File: src/rtl/mac_seq_ctrl.sv
// mac_seq_ctrl: 8x8 multiply-accumulate sequenced over a shared 2x2 multiplier, sixteen digit products per operation
module mac_seq_ctrl #(
    parameter int ACC_W = 20
) (
    input  logic             clk,
    input  logic             rst,
    input  logic             start,
    input  logic             clr_acc,
    input  logic [7:0]       a,
    input  logic [7:0]       b,
    output logic [1:0]       mult_a,
    output logic [1:0]       mult_b,
    input  logic [3:0]       mult_p,
    output logic             busy,
    output logic             done,
    output logic [ACC_W-1:0] acc_out,
    output logic             ovf
);
    typedef enum logic [1:0] {IDLE, MUL, ACC, DONE} state_t;
    state_t             state_q, state_d;
    logic [7:0]         a_q, a_d, b_q, b_d;
    logic [15:0]        prod_q, prod_d, pp;
    logic [3:0]         idx_q, idx_d, sh;
    logic [ACC_W-1:0]   acc_q, acc_d;
    logic               ovf_q, ovf_d;
    logic [ACC_W:0]     sum;
    always_comb begin
        sh   = {1'b0, idx_q[3:2], 1'b0} + {1'b0, idx_q[1:0], 1'b0};
        pp   = 16'(mult_p) << sh;
        sum  = {1'b0, acc_q} + {{(ACC_W-15){1'b0}}, prod_q};
        mult_a = (state_q == MUL) ? a_q[{idx_q[3:2], 1'b0} +: 2] : 2'b0;
        mult_b = (state_q == MUL) ? b_q[{idx_q[1:0], 1'b0} +: 2] : 2'b0;
    end
    always_comb begin
        state_d = state_q;
        a_d     = a_q;
        b_d     = b_q;
        prod_d  = prod_q;
        idx_d   = idx_q;
        acc_d   = acc_q;
        ovf_d   = ovf_q;
        case (state_q)
            IDLE: begin
                acc_d = clr_acc ? '0 : acc_q;
                ovf_d = clr_acc ? 1'b0 : ovf_q;
                if (start) begin
                    a_d     = a;
                    b_d     = b;
                    prod_d  = '0;
                    idx_d   = '0;
                    state_d = MUL;
                end
            end
            MUL: begin
                prod_d  = prod_q + pp;
                idx_d   = idx_q + 4'd1;
                state_d = (idx_q == 4'd15) ? ACC : MUL;
            end
            ACC: begin
                acc_d   = sum[ACC_W-1:0];
                ovf_d   = ovf_q | sum[ACC_W];
                state_d = DONE;
            end
            default: begin
                acc_d   = clr_acc ? '0 : acc_q;
                ovf_d   = clr_acc ? 1'b0 : ovf_q;
                state_d = IDLE;
            end
        endcase
    end
    always_ff @(posedge clk) begin
        if (rst) begin
            state_q <= IDLE;
            a_q     <= '0;
            b_q     <= '0;
            prod_q  <= '0;
            idx_q   <= '0;
            acc_q   <= '0;
            ovf_q   <= 1'b0;
        end else begin
            state_q <= state_d;
            a_q     <= a_d;
            b_q     <= b_d;
            prod_q  <= prod_d;
            idx_q   <= idx_d;
            acc_q   <= acc_d;
            ovf_q   <= ovf_d;
        end
    end
    assign busy    = (state_q == MUL) || (state_q == ACC);
    assign done    = (state_q == DONE);
    assign acc_out = acc_q;
    assign ovf     = ovf_q;
endmodule
File: config.mk
export PLATFORM = sky130hd
export DESIGN_NAME = mac_seq_ctrl
export DESIGN_NICKNAME = d
export VERILOG_FILES = /design/src/rtl/mac_seq_ctrl.sv
export SDC_FILE = /design/constraint.sdc
export NUM_CORES = 1
export LEC_CHECK = 0
export CELL_PAD_IN_SITES_DETAIL_PLACEMENT = 0
export CELL_PAD_IN_SITES_GLOBAL_PLACEMENT = 1
export CORE_MARGIN = 10
export CORE_UTILIZATION = 23
export CTS_BUF_LIST = sky130_fd_sc_hd__clkbuf_16
export DETAILED_ROUTE_END_ITERATION = 12
export GPL_TIMING_DRIVEN = 0
export PLACE_DENSITY_LB_ADDON = 0.1
export SKIP_CTS_REPAIR_TIMING = 1
export SYNTH_ARGS = -nofsm -noshare
export SYNTH_HDL_FRONTEND = slang
export SYNTH_SLANG_ARGS = --single-unit
File: constraint.sdc
create_clock -name clk -period 4.5 [get_ports clk]
set_input_delay 0.9 -clock clk [delete_from_list [all_inputs] [get_ports clk]]
set_output_delay 0.9 -clock clk [all_outputs]
set_load 0.02 [all_outputs]
* Word-level counts from Yosys, hierarchy flattened
Cells that the tools add are included.
Cells by class: shift operators 3, bitwise operators 2, reduce and logical (&&, ||, !) cells 7, add/subtract/negate cells 4, eq/ne operators 5, multiplexer cells 13
Operators with widths (number):
- 20-bit one-hot mux with 2 select lines | 1
- 16-bit one-hot mux with 2 select lines | 1
- 20-bit by 16-bit adder with 21-bit output | 1
- 20-bit 2-to-1 mux | 1
- 16-bit adder | 1
- 16-bit 2-to-1 mux | 1
- 8-bit by 4-bit variable part select with 2-bit output | 2
- 4-bit by 4-bit left shift with 16-bit output | 1
- 2-bit 2-to-1 mux | 4
- 4-bit one-hot mux with 2 select lines | 1
- 2-bit one-hot mux with 3 select lines | 1
- 2-bit AND reduction | 3
- 3-bit by 3-bit adder with 4-bit output | 1
- 4-bit by 1-bit adder with 4-bit output (second input constant) | 1
- 2-bit == test (second input constant) | 2
- 4-bit == test (second input constant) | 1
- 4-bit 2-to-1 mux | 1
- 2-bit nonzero test | 2
- 2-bit by 1-bit == test with 1-bit output (second input constant) | 1
- 2-bit logical NOT | 1
- 2-bit inequality test (second input constant) | 1
- 1-bit one-hot mux with 2 select lines | 1
- 1-bit logical OR | 1
- 1-bit 2-to-1 mux | 1
- other kinds (2) | 2
Word-level totals: word-level logic and storage cells 41, bits of input ports 24, register bits 59, output and inout port bits 27

* Longest topological paths before layout
depth in word-level cells 4, gate-level depth with buffers 16, gate-level depth less buffers 15

* Worst setup path after synthesis
No wires, ideal clock.
path type register to register, from register idx_q[0], to register prod_q[13], data required time 4372 ps, period minus slack after synthesis 3382 ps, path slack 1118 ps, path buffers 1, stages on the path, launching flop included 16, data arrival time 3254 ps, library setup time 128 ps, cell sequence dfxtp_1 ha_1 inv_1 fa_1 clkbuf_1 nand2_1 or2_1 inv_1 ha_1 a211oi_1 nor4_1 or3_1 a21oi_1 a21oi_1 xnor2_1 o21ai_1
Between the ends: word-level cells in the longest chain between the ends 4
Ends and longest elaborated chain:
- start: declaration | RTL line 23 | logic [3:0] idx_q, idx_d, sh;
- start signal: assignment | RTL line 85 | idx_q <= idx_d;
- 3-bit by 3-bit adder with 4-bit output | RTL line 28 | sh = {1'b0, idx_q[3:2], 1'b0} + {1'b0, idx_q[1:0], 1'b0};
- 4-bit by 4-bit left shift with 16-bit output | RTL line 29 | pp = 16'(mult_p) << sh;
- 16-bit adder | RTL line 55 | prod_d = prod_q + pp;
- 16-bit one-hot mux with 2 select lines | RTL line 42 | case (state_q)
- end signal: assignment | RTL line 84 | prod_q <= prod_d;
- end: declaration | RTL line 22 | logic [15:0] prod_q, prod_d, pp;
Every way passes these cells. A chain may end at the register's enable or synchronous reset.

* Worst setup path in the final report
from register idx_q[1], to register prod_q[13]
Same word-level chain as after synthesis.

==> flow_summary_export.csv <==
group,metric,value,unit
outcome,status,"completed",
cells_and_area,fin_util,29.7,%
placed_design,hpwlAfterDp,10200,µm
sta,fin_crit_sh,88.6,%
sta,rsz0062_at_grt,"no",
sta,final_max_slew_viol_count,0,
global_routing,grt_pass1_wl,21000,µm
synth,synth_seq_area_share,28.9,%
sta,slew_headroom,51.1,%
sta,setup_violations,0,
clock_tree,clock_latency,340,ps
floorplanning,dieArea,23500,µm²
worst_setup_path,endpoint_kind,"register",
worst_setup_path,reg2reg_depth,14,
clock_tree,cts.root.buffer_cell,"clkbuf_16",
power_and_ir_drop,swShare,26.9,%
synth,synthArstFlopShare,0,%
power_and_ir_drop,ir_drop,174,µV
clock_tree,clock_path_buffers,2,
drt,first_pass_iters,4,
power_and_ir_drop,switchingPower,0.378,mW
worst_setup_path,critical_path_arrival,4200,ps
power_and_ir_drop,pwr-share-seq,39.2,%
floorplanning,die_x,153,µm
cells_and_area,n_antenna_cell,0,
synth,yosysMostFrequentCell,"nand2_1",
synth,syn_inst,526,
cells_and_area,areaGrowthSynthToFinish,26.2,%
synth,synth-edff-count,0,
synth,synth_nets,590,
placed_design,dp.cells,801,
floorplanning,initial_core_util,23.5,%
worst_setup_path,start_kind,"register",
drt,via_per_inst,4.75,
placed_design,numPortBuffers,50,
cells_and_area,seqCellArea,1180,µm²
synth,synth-main-ff-cell,"dfxtp_1",
synth,synth.largest_area_cell,"dfxtp_1",
global_routing,gr-total-overflow,0,
clock_tree,cts.sinks,59,
worst_setup_path,slowest_delay,540,ps
synth,yosys_register_bits,59,
synth,syn_area,4080,µm²
clock_tree,cts_tree,"yes",
clock_tree,clkTransAtPathRegs,60,ps
global_routing,antenna_found_initial,0,
placed_design,pre_cts_slack,386,ps
sta,setup_ws,511,ps
clock_tree,htree_levels,3,
sta,worst_slew_pin_slew,730,ps
global_routing,grt_pass1_vias,3761,
worst_setup_path,path_cells,"inv_1 > fa_1 > clkbuf_1 > nand2_1 > or2_1 > inv_1 > ha_1 > a211oi_1 > nor4_1 > or3_1 > a21oi_1 > a21oi_1 > xnor2_1 > o21ai_1",
drt,routed_wl,13200,µm
cells_and_area,multi_input_area,2760,µm²
floorplanning,pin_count,51,
worst_setup_path,cp_data_required_time,4710,ps
synth,ys_warn_count,0,
sta,min_period,3990,ps
clock_tree,cts-buffers-inserted,9,
placed_design,place_congestion,0.770,
power_and_ir_drop,combinationalPowerShare,12.0,%
floorplanning,floorplan.rows,48,
worst_setup_path,reg2reg_setup_slack,510,ps
worst_setup_path,critPathKind,"register to register",
synth,synthTopCellsByArea,"dfxtp_1, ha_1, nand2_1",
drt,drt_iter0_markers,166,
job,cap_violations,0,
power_and_ir_drop,intPower,1.03,mW
power_and_ir_drop,pwr-share-clk,48.8,%
power_and_ir_drop,powerDensity,272,nW/µm²
synth,synth.avg_cell_area,7.76,µm²
drt,ant_nets,0,
drt,num_vias,3878,
hold_path,holdPathStages,2,
floorplanning,die_y,153,µm
cells_and_area,fill_cells,1863,
global_routing,grtUsageTotal,11.1,%
sta,setup_tns,0,ps
synth,synth_cell_type_count,55,
sta,max_freq,251,MHz
floorplanning,coreArea,17400,µm²
synth,synthTopCellsByCount,"nand2_1, dfxtp_1, nor2_1, a21oi_1, ha_1",
sta,fin_skew,6.77,ps
power_and_ir_drop,p_leak,2.01,nW
drt,drc,0,
hold_path,hp-class,"register to register",
cells_and_area,drive_gt1_share,3.89,%
global_routing,grt_max_degree,11,
cells_and_area,final_net_count,651,
worst_setup_path,crit_slowest_cell,"fa_1",
drt,wl_per_cell,16.1,µm
synth,synth_top_area_share,28.9,%
cells_and_area,stdcell_count,817,
worst_setup_path,cp_max_fo,9,
sta,finalHoldViolations,0,
==> kinds of logic (layout without fill, tap and decap cells) <==
| group | Yosys count | in the layout | synth area share, % |
|---|---|---|---|
| AO/OA/AOI/OAI | 153 | 153 | 23.3 |
| AND/OR/NAND/NOR | 213 | 213 | 24.4 |
| adder cells (fa/ha/maj) | 40 | 40 | 12.8 |
| XOR/XNOR | 16 | 16 | 3.43 |
| flip-flops | 59 | 59 | 28.9 |
| multiplexers | 10 | 10 | 3.68 |
| buffers and inverters | 35 | 101 | 3.43 |
==> metal layers <==
layer / up-vias / part of all wire (%) / GRT usage [%]
li1: 2009 / - / -
met5: - / 0 / 0
met4: 0 / 1.4 / 3.45
met3: 11 / 4.1 / 3.23
met2: 55 / 46 / 17.5
met1: 1803 / 49 / 14.2
==> worst paths after layout <==
path | end | startpoint
worst max register to register | prod_q[13]$_SDFFE_PP0P_ | idx_q[1]$_SDFFE_PP0P_
worst min register to register | ovf$_SDFFE_PP0P_ | ovf$_SDFFE_PP0P_
worst max-delay path | prod_q[13]$_SDFFE_PP0P_ | idx_q[1]$_SDFFE_PP0P_
worst min-delay path | ovf$_SDFFE_PP0P_ | ovf$_SDFFE_PP0P_
==> worst max-delay path: cells and delay by family (launching register included) <==
kind | cells | cell delay [ps]
simple gates | 4 | 1050
xor+xnor | 1 | 150
flops | 1 | 510
compound gates | 4 | 840
buf+inv | 3 | 510
fa+ha+maj | 2 | 770
==> sequential cells by signal (all words and copies together), names as in the netlist <==
name	flops
idx_q	4
b_q	8
prod_q	16
state_q	2
ovf	1
a_q	8
acc_out	20
==> through the flow <==
stage | hold WS, ps | total power, mW | area, µm²
6_report | 442 | 1.40 | 5150
2_1_floorplan | 433 | 0.661 | 4080
5_1_grt | 482 | 1.47 | 5150
3_5_place_dp | 443 | 0.732 | 4860
4_1_cts | 451 | 1.43 | 5150
3_3_place_gp | 437 | 0.732 | 4860
==> power by group through the flow <==
stage                     sequential, mW  clock, mW  combinational [mW]
after floorplan                    0.556          0               0.105
after global placement             0.561          0               0.171
after detailed placement           0.561          0               0.170
after CTS                          0.550      0.704               0.171
after global routing               0.552      0.725               0.190
final                              0.550      0.685               0.169
==> final cells by class <==
type                            instances  area share (%)
Buffer                                 19            1.55
Clock buffer                            9            4.37
Clock inverter                          7            1.17
Inverter                               16            1.17
Multi-Input combinational cell        432            53.6
Sequential cell                        59            23.0
Tap cell                              225            5.47
Timing Repair Buffer                   50            9.72
==> cell usage in the layout, fill, tap and decap left out, types with 5 or more instances in the layout <==
cell	instances
o21a_1	9
ha_1	37
xor2_1	10
a211oi_1	6
o21ai_0	9
dfxtp_1	58
clkdlybuf4s50_1	50
o21ai_1	22
mux2i_1	6
xnor2_1	6
nor2b_1	7
a21o_1	10
nand3_1	8
and2_1	9
nand2_1	75
nand2b_1	17
inv_1	17
a21oi_1	56
clkbuf_16	9
nor3_1	8
clkbuf_1	16
o31ai_1	5
nor2_1	59
a31oi_1	6
a22oi_1	8
No activity file was read; power rests on OpenSTA's default activity.
